[src/rtl/ocp_tree_router.sv]
// ocp_tree_router: one-master / NSLV-slave OCP-lite router.
//   The top SELW address bits select a slave. Indices at or above NSLV are
//   holes and get an ERR response. Only one WR/RD transaction is in flight
//   at a time. A per-transaction timeout forces ERR. Writes are either
//   posted or wait for the slave response. ERR responses are counted in a
//   saturating counter.
// Ports:
//   clk, rst_n                    clock, synchronous active-low reset
//   mst_MCmd/MAddr/MData          master request (000 IDLE, 001 WR, 010 RD)
//   mst_SCmdAccept                router can take a new command
//   mst_SResp/SData               one-cycle response to the master (00/01/11)
//   slv_MCmd                      per-slave command, slave k at [3k+2:3k]
//   slv_MAddr/MData               shared request address / write data
//   slv_SCmdAccept/SResp/SData    per-slave accept, response and read data
//   active_link                   debug {valid, index[2:0]}, 0 when idle
//   link_state                    debug 00 IDLE, 01 CMD, 10 RESP
//   err_count                     saturating ERR count
module ocp_tree_router #(
  parameter int AW      = 8,
  parameter int DW      = 8,
  parameter int NSLV    = 2,
  parameter int SELW    = 1,
  parameter int TIMEOUT = 255,
  parameter int WR_RESP = 0
) (
  input  logic                 clk,
  input  logic                 rst_n,
  input  logic [2:0]           mst_MCmd,
  input  logic [AW-1:0]        mst_MAddr,
  input  logic [DW-1:0]        mst_MData,
  output logic                 mst_SCmdAccept,
  output logic [1:0]           mst_SResp,
  output logic [DW-1:0]        mst_SData,
  output logic [3*NSLV-1:0]    slv_MCmd,
  output logic [AW-1:0]        slv_MAddr,
  output logic [DW-1:0]        slv_MData,
  input  logic [NSLV-1:0]      slv_SCmdAccept,
  input  logic [2*NSLV-1:0]    slv_SResp,
  input  logic [DW*NSLV-1:0]   slv_SData,
  output logic [3:0]           active_link,
  output logic [1:0]           link_state,
  output logic [7:0]           err_count
);

  typedef enum logic [1:0] {
    ST_IDLE = 2'b00,
    ST_CMD  = 2'b01,
    ST_RESP = 2'b10
  } state_e;

  localparam logic [2:0] CMD_WR    = 3'b001;
  localparam logic [2:0] CMD_RD    = 3'b010;
  localparam logic [1:0] RESP_NULL = 2'b00;
  localparam logic [1:0] RESP_DVA  = 2'b01;
  localparam logic [1:0] RESP_ERR  = 2'b11;

  localparam int         TW       = (TIMEOUT > 0) ? $clog2(TIMEOUT + 1) : 1;
  localparam bit         TMO_EN   = (TIMEOUT > 0);
  localparam logic [TW-1:0] TMO_LAST = (TIMEOUT > 0) ? TW'(TIMEOUT - 1) : '0;
  localparam int         IXW      = (SELW < 3) ? SELW : 3;
  localparam bit         POSTED   = (WR_RESP == 0);

  state_e              state_q, state_d;
  logic [2:0]          cmd_q, cmd_d;
  logic [SELW-1:0]     sel_q, sel_d;
  logic                hole_q, hole_d;
  logic [TW-1:0]       tmo_cnt_q, tmo_cnt_d;
  logic                mst_accept_q, mst_accept_d;
  logic [1:0]          mst_resp_q, mst_resp_d;
  logic [DW-1:0]       mst_sdata_q, mst_sdata_d;
  logic [3*NSLV-1:0]   slv_mcmd_q, slv_mcmd_d;
  logic [AW-1:0]       slv_maddr_q, slv_maddr_d;
  logic [DW-1:0]       slv_mdata_q, slv_mdata_d;
  logic [7:0]          err_cnt_q, err_cnt_d;

  logic [SELW-1:0]     req_idx_s;
  logic                req_valid_s;
  logic                req_hole_s;
  logic                sel_accept_s;
  logic [1:0]          sel_resp_s;
  logic [DW-1:0]       sel_data_s;
  logic                timeout_hit_s;
  logic [TW-1:0]       tmo_inc_s;
  logic                err_inc_s;

  assign req_idx_s     = mst_MAddr[AW-1 -: SELW];
  assign req_valid_s   = (mst_MCmd == CMD_WR) || (mst_MCmd == CMD_RD);
  assign req_hole_s    = ({1'b0, req_idx_s} >= (SELW + 1)'(NSLV));
  // The count saturates at TMO_LAST, so the >= test stays true once reached.
  assign timeout_hit_s = TMO_EN && (tmo_cnt_q >= TMO_LAST);
  assign tmo_inc_s     = (tmo_cnt_q < TMO_LAST) ? tmo_cnt_q + TW'(1) : tmo_cnt_q;

  // Pick out accept/response/data of the latched slave; other slaves are ignored.
  always_comb begin
    sel_accept_s = 1'b0;
    sel_resp_s   = RESP_NULL;
    sel_data_s   = '0;
    for (int k = 0; k < NSLV; k++) begin
      if (sel_q == SELW'(k)) begin
        sel_accept_s = slv_SCmdAccept[k];
        sel_resp_s   = slv_SResp[2*k +: 2];
        sel_data_s   = slv_SData[DW*k +: DW];
      end else begin
        sel_accept_s = sel_accept_s;
      end
    end
  end

  // Transaction FSM: next state, latched request and registered outputs.
  always_comb begin
    state_d      = state_q;
    cmd_d        = cmd_q;
    sel_d        = sel_q;
    hole_d       = hole_q;
    tmo_cnt_d    = tmo_cnt_q;
    mst_accept_d = mst_accept_q;
    mst_resp_d   = RESP_NULL;
    mst_sdata_d  = '0;
    slv_mcmd_d   = slv_mcmd_q;
    slv_maddr_d  = slv_maddr_q;
    slv_mdata_d  = slv_mdata_q;
    err_inc_s    = 1'b0;

    case (state_q)
      ST_IDLE: begin
        if (req_valid_s) begin
          cmd_d        = mst_MCmd;
          sel_d        = req_idx_s;
          slv_maddr_d  = mst_MAddr;
          slv_mdata_d  = mst_MData;
          tmo_cnt_d    = '0;
          mst_accept_d = 1'b0;
          if (req_hole_s) begin
            hole_d  = 1'b1;
            state_d = ST_RESP;
          end else begin
            hole_d  = 1'b0;
            state_d = ST_CMD;
            for (int k = 0; k < NSLV; k++) begin
              slv_mcmd_d[3*k +: 3] = (req_idx_s == SELW'(k)) ? mst_MCmd : 3'b000;
            end
          end
        end else begin
          state_d = ST_IDLE;
        end
      end

      ST_CMD: begin
        tmo_cnt_d = tmo_inc_s;
        if (sel_accept_s) begin
          slv_mcmd_d = '0;
          state_d    = ST_RESP;
        end else if (timeout_hit_s) begin
          slv_mcmd_d   = '0;
          mst_resp_d   = RESP_ERR;
          err_inc_s    = 1'b1;
          mst_accept_d = 1'b1;
          state_d      = ST_IDLE;
        end else begin
          state_d = ST_CMD;
        end
      end

      ST_RESP: begin
        tmo_cnt_d = tmo_inc_s;
        if (hole_q) begin
          mst_resp_d   = RESP_ERR;
          err_inc_s    = 1'b1;
          mst_accept_d = 1'b1;
          state_d      = ST_IDLE;
        end else if (POSTED && (cmd_q == CMD_WR)) begin
          mst_resp_d   = RESP_DVA;
          mst_accept_d = 1'b1;
          state_d      = ST_IDLE;
        end else if (sel_resp_s != RESP_NULL) begin
          // Anything other than DVA (including the reserved code) becomes ERR.
          if (sel_resp_s == RESP_DVA) begin
            mst_resp_d  = RESP_DVA;
            mst_sdata_d = sel_data_s;
          end else begin
            mst_resp_d = RESP_ERR;
            err_inc_s  = 1'b1;
          end
          mst_accept_d = 1'b1;
          state_d      = ST_IDLE;
        end else if (timeout_hit_s) begin
          mst_resp_d   = RESP_ERR;
          err_inc_s    = 1'b1;
          mst_accept_d = 1'b1;
          state_d      = ST_IDLE;
        end else begin
          state_d = ST_RESP;
        end
      end

      default: begin
        state_d      = ST_IDLE;
        mst_accept_d = 1'b1;
        slv_mcmd_d   = '0;
      end
    endcase
  end

  // Saturating ERR counter.
  always_comb begin
    if (err_inc_s && (err_cnt_q != 8'hFF)) begin
      err_cnt_d = err_cnt_q + 8'd1;
    end else begin
      err_cnt_d = err_cnt_q;
    end
  end

  // State and output registers with synchronous reset.
  always_ff @(posedge clk) begin
    if (!rst_n) begin
      state_q      <= ST_IDLE;
      cmd_q        <= 3'b000;
      sel_q        <= '0;
      hole_q       <= 1'b0;
      tmo_cnt_q    <= '0;
      mst_accept_q <= 1'b1;
      mst_resp_q   <= RESP_NULL;
      mst_sdata_q  <= '0;
      slv_mcmd_q   <= '0;
      slv_maddr_q  <= '0;
      slv_mdata_q  <= '0;
      err_cnt_q    <= 8'd0;
    end else begin
      state_q      <= state_d;
      cmd_q        <= cmd_d;
      sel_q        <= sel_d;
      hole_q       <= hole_d;
      tmo_cnt_q    <= tmo_cnt_d;
      mst_accept_q <= mst_accept_d;
      mst_resp_q   <= mst_resp_d;
      mst_sdata_q  <= mst_sdata_d;
      slv_mcmd_q   <= slv_mcmd_d;
      slv_maddr_q  <= slv_maddr_d;
      slv_mdata_q  <= slv_mdata_d;
      err_cnt_q    <= err_cnt_d;
    end
  end

  assign mst_SCmdAccept = mst_accept_q;
  assign mst_SResp      = mst_resp_q;
  assign mst_SData      = mst_sdata_q;
  assign slv_MCmd       = slv_mcmd_q;
  assign slv_MAddr      = slv_maddr_q;
  assign slv_MData      = slv_mdata_q;
  assign err_count      = err_cnt_q;
  assign link_state     = state_q;
  // A hole shows its index with the valid bit clear.
  assign active_link    = (state_q == ST_IDLE) ? 4'b0000
                                               : {~hole_q, 3'(sel_q[IXW-1:0])};

endmodule

[config.mk]
export PLATFORM = sky130hd
export DESIGN_NAME = ocp_tree_router
export DESIGN_NICKNAME = d
export VERILOG_FILES = /design/src/rtl/ocp_tree_router.sv
export SDC_FILE = /design/constraint.sdc
export NUM_CORES = 1
export LEC_CHECK = 0
export BUFFER_PORTS_ARGS = -buffer_cell sky130_fd_sc_hd__buf_2
export CAP_MARGIN = 0
export CORE_MARGIN = 4
export CORE_UTILIZATION = 53
export DETAILED_ROUTE_END_ITERATION = 16
export MAX_ROUTING_LAYER = met4
export PLACE_DENSITY_LB_ADDON = 0.2
export SYNTH_ARGS = -nofsm -noshare
export SYNTH_HDL_FRONTEND = slang
export SYNTH_SLANG_ARGS = --single-unit
[constraint.sdc]
create_clock -name clk -period 3.1 [get_ports clk]
set_clock_uncertainty 0.05 [all_clocks]
set_input_delay 0.155 -clock clk [delete_from_list [all_inputs] [get_ports clk]]
set_output_delay 0.155 -clock clk [all_outputs]
set_load 0.005 [all_outputs]
==> impl_metrics.yaml <==
detailed_routing:
  vias: 2274
  vias_per_cell: 5.440
  routed_wirelength_um: 5490
  dr.pass1.iters: 4
  wl_per_cell_um: 13.13
  drc: 0
  drt_iter0_drc: 124
  ant_nets: 0
yosys:
  yosys.area.top_type: "dfxtp_1"
  ys_types: 50
  synth_top_family_by_area: "simple AND/OR/NAND/NOR gates"
  synthArstFlopShare: 0
  synth-seq-area-share: 0.4433
  yosys-top-cells-area: "dfxtp_1, nand2_1, mux2i_1"
  yosys.area.top_type_share: 0.4433
  synthAdderAreaFrac: 0.03592
  synth-edff-count: 0
  synth_ff_type: "dfxtp_1"
  synth_xor_area_frac: 0.01796
  mappedNetlistArea_mm2: 0.002439
  synthMuxAreaShare: 0.07594
  syn_inst: 283
  syn_avg_cell_area_um2: 8.617
  synth_compound_area_frac: 0.1303
  ys_warn_count: 0
  synthSimpleGateAreaFrac: 0.2483
  synth_seq_cells: 54
sta:
  setup_viol: 0
  rsz0062_at_grt: "no"
  maxSlewHeadroom: 0.4157
  period_share: 0.7423
  max_freq_mhz: 434.6
  maxSlewViolCount: 0
  min_period_ps: 2301
  finalHoldViolCount: 0
  tightest_slew_ps: 876.5
  fin_hold_ws_ps: 31.91
  tns_ps: 0
power_and_ir_drop:
  total_leakage_power_uw: 0.001329
  ir_drop_mv: 0.3306
  pwr-share-clk: 0.381
  p_seq_frac: 0.495
  p_per_area_mw_per_mm2: 486.2
  internal-power_uw: 1138
  power.share.switching: 0.2258
  netSwitchingPower_uw: 332.0
  comb_power_share: 0.124
die:
  fp.dieW_um: 75.83
  die_h_um: 75.83
  core_area_mm2: 0.004414
  initial_core_util: 0.5524
  io_pins: 90
  num_rows: 24
  die_area_mm2: 0.005750
placement:
  place_congestion: 0.7745
  dp_hpwl_um: 4089
  dp_cells: 410
  portBuffers: 87
cells_and_area:
  final_net_count: 415
  finish.utilization: 0.6851
  ff_latch_area_mm2: 0.001081
  final_layout_size_suffix_gt1_frac: 0.2951
  diodes: 0
  final_cell_mix: "buf_2, dfxtp_1, nand2_1, nor2_1, a21oi_1"
  final_common_cell: "buf_2"
  stdcell_count: 418
  areaGrowthSynthToFinish_pct: 24.01
  fillers: 362
  multi_input_area_mm2: 0.001247
grt:
  gr-total-overflow: 0
  grt_pass1_wl_um: 8728
  track_usage: 0.1998
  grt_pass1_vias: 2048
  grt_max_degree: 29
  antenna_found_initial: 0
clock_network:
  cts.clk_slew.worst_paths_ps: 100
  post-cts-setup-buffers: 0
  htreeDepth: 2
  clkSinkCount: 54
  cts_inserted_buffers: 5
  worstSkewPairLatency_ps: 300
  cts_tree: "built"
  cts_root_buf: "clkbuf_8"
  cts_buffer_depth: 2
  hold_buffers: 0
  cts_resized: 0
critical_path:
  cp.arrival_ps: 2460
  rr_endpoint: "err_count[7]"
  worstPathCellList: "inv_1, ha_1, nor2_1, nor3_4, a22oi_1, nor4_1, o221a_2"
  path_max_fanout: 11
  max_stage_delay_ps: 730
  rr_startpoint: "tmo_cnt_q[0]"
  startpoint: "tmo_cnt_q[0]"
  r2r_cells: 7
  cp.required_ps: 3260
  slowest_stage: "a22oi_1"
  ff2ff_setup_slack_ps: 800
  crit_end: "err_count[7]"
  cp-end-kind: "flip-flop"
  critical_path_class: "reg2reg"
  cp-start-kind: "flip-flop"
job:
  cap_violations: 0
worst_hold_path:
  min_path_type: "in2reg"
run_status:
  outcome: "completed"
-- flip-flops by register name (all words and copies together), names as in the netlist --
register	cells
cmd_q	3
err_count	8
link_state	2
mst_SCmdAccept	1
mst_SData	8
mst_SResp	2
sel_q	1
slv_MAddr	7
slv_MCmd	6
slv_MData	8
tmo_cnt_q	8
-- Yosys cell counts, types with 2 or more instances --
cell type / n
a21oi_1: 25
and3_1: 5
buf_4: 3
clkbuf_1: 10
dfxtp_1: 54
ha_1: 7
inv_1: 9
mux2i_1: 17
nand2_1: 52
nand2b_1: 6
nand3_1: 8
nand4_1: 4
nor2_1: 26
nor3_1: 5
nor3b_1: 4
nor4_1: 3
o21a_1: 2
o21ai_0: 3
o31ai_1: 3
or2_2: 2
or4_1: 2
xnor2_1: 5
-- cell type report --
type,count,area share
Multi-Input combinational cell,205,0.4125
Sequential cell,54,0.3575
Timing Repair Buffer,89,0.1489
Clock buffer,6,0.02731
Tap cell,52,0.02151
Clock inverter,2,0.01986
Inverter,10,0.01241
-- layer usage --
layer / part of all wire / wire length (µm) / GRT usage
met5: 0 / 0 / -
met4: 0.014 / 76 / 0.07573
met3: 0.059 / 323 / 0.04485
met2: 0.49 / 2704 / 0.3298
met1: 0.43 / 2386 / 0.2357
-- how the worst min path moves through the flow --
stage	startpoint	to	slack (ps)	depth (start not counted)
2_1_floorplan	mst_MAddr[0]	slv_MAddr[0]	240	2
3_3_place_gp	slv_SData[7]	mst_SData[7]	340	3
3_5_place_dp	slv_SData[1]	mst_SData[1]	350	3
4_1_cts	mst_MData[3]	slv_MData[3]	20	3
5_1_grt	mst_MData[3]	slv_MData[3]	20	3
6_report	mst_MData[3]	slv_MData[3]	30	3
-- power by group through the flow --
stage / registers [µW] / clock network [µW] / logic (µW)
after CTS: 728 / 578 / 183
after global routing: 732 / 605 / 206
after floorplan: 744 / 0 / 113
after global placement: 744 / 0 / 179
final: 728 / 560 / 182
after detailed placement: 744 / 0 / 182
-- metrics by stage --
| stage | cell area [µm²] | power (µW) | worst slack, ps |
|---|---|---|---|
| 4_1_cts | 3024 | 1489 | 829.2 |
| 6_report | 3024 | 1470 | 798.8 |
| 2_1_floorplan | 2442 | 857.2 | 1093 |
| 3_3_place_gp | 2882 | 922.7 | 904.3 |
| 3_5_place_dp | 2882 | 926.2 | 843.2 |
| 5_1_grt | 3024 | 1543 | 638.2 |
-- logic make-up after synthesis --
family	after synthesis
other cells	1
mux	18
xor+xnor	5
buf+inv	25
flops	54
fa+ha+maj	7
compound gates	48
simple gates	125
-- critical path: cells and delay by family, from the launching register on --
kind                       cells  cell delay [ps]
DFF                            1              430
buffers and inverters          1               70
AOI/OAI and AO/OA              2             1020
and+or+nand+nor                3              450
adders and majority gates      1              190
Note: power is estimated with default switching activity, not from simulation.
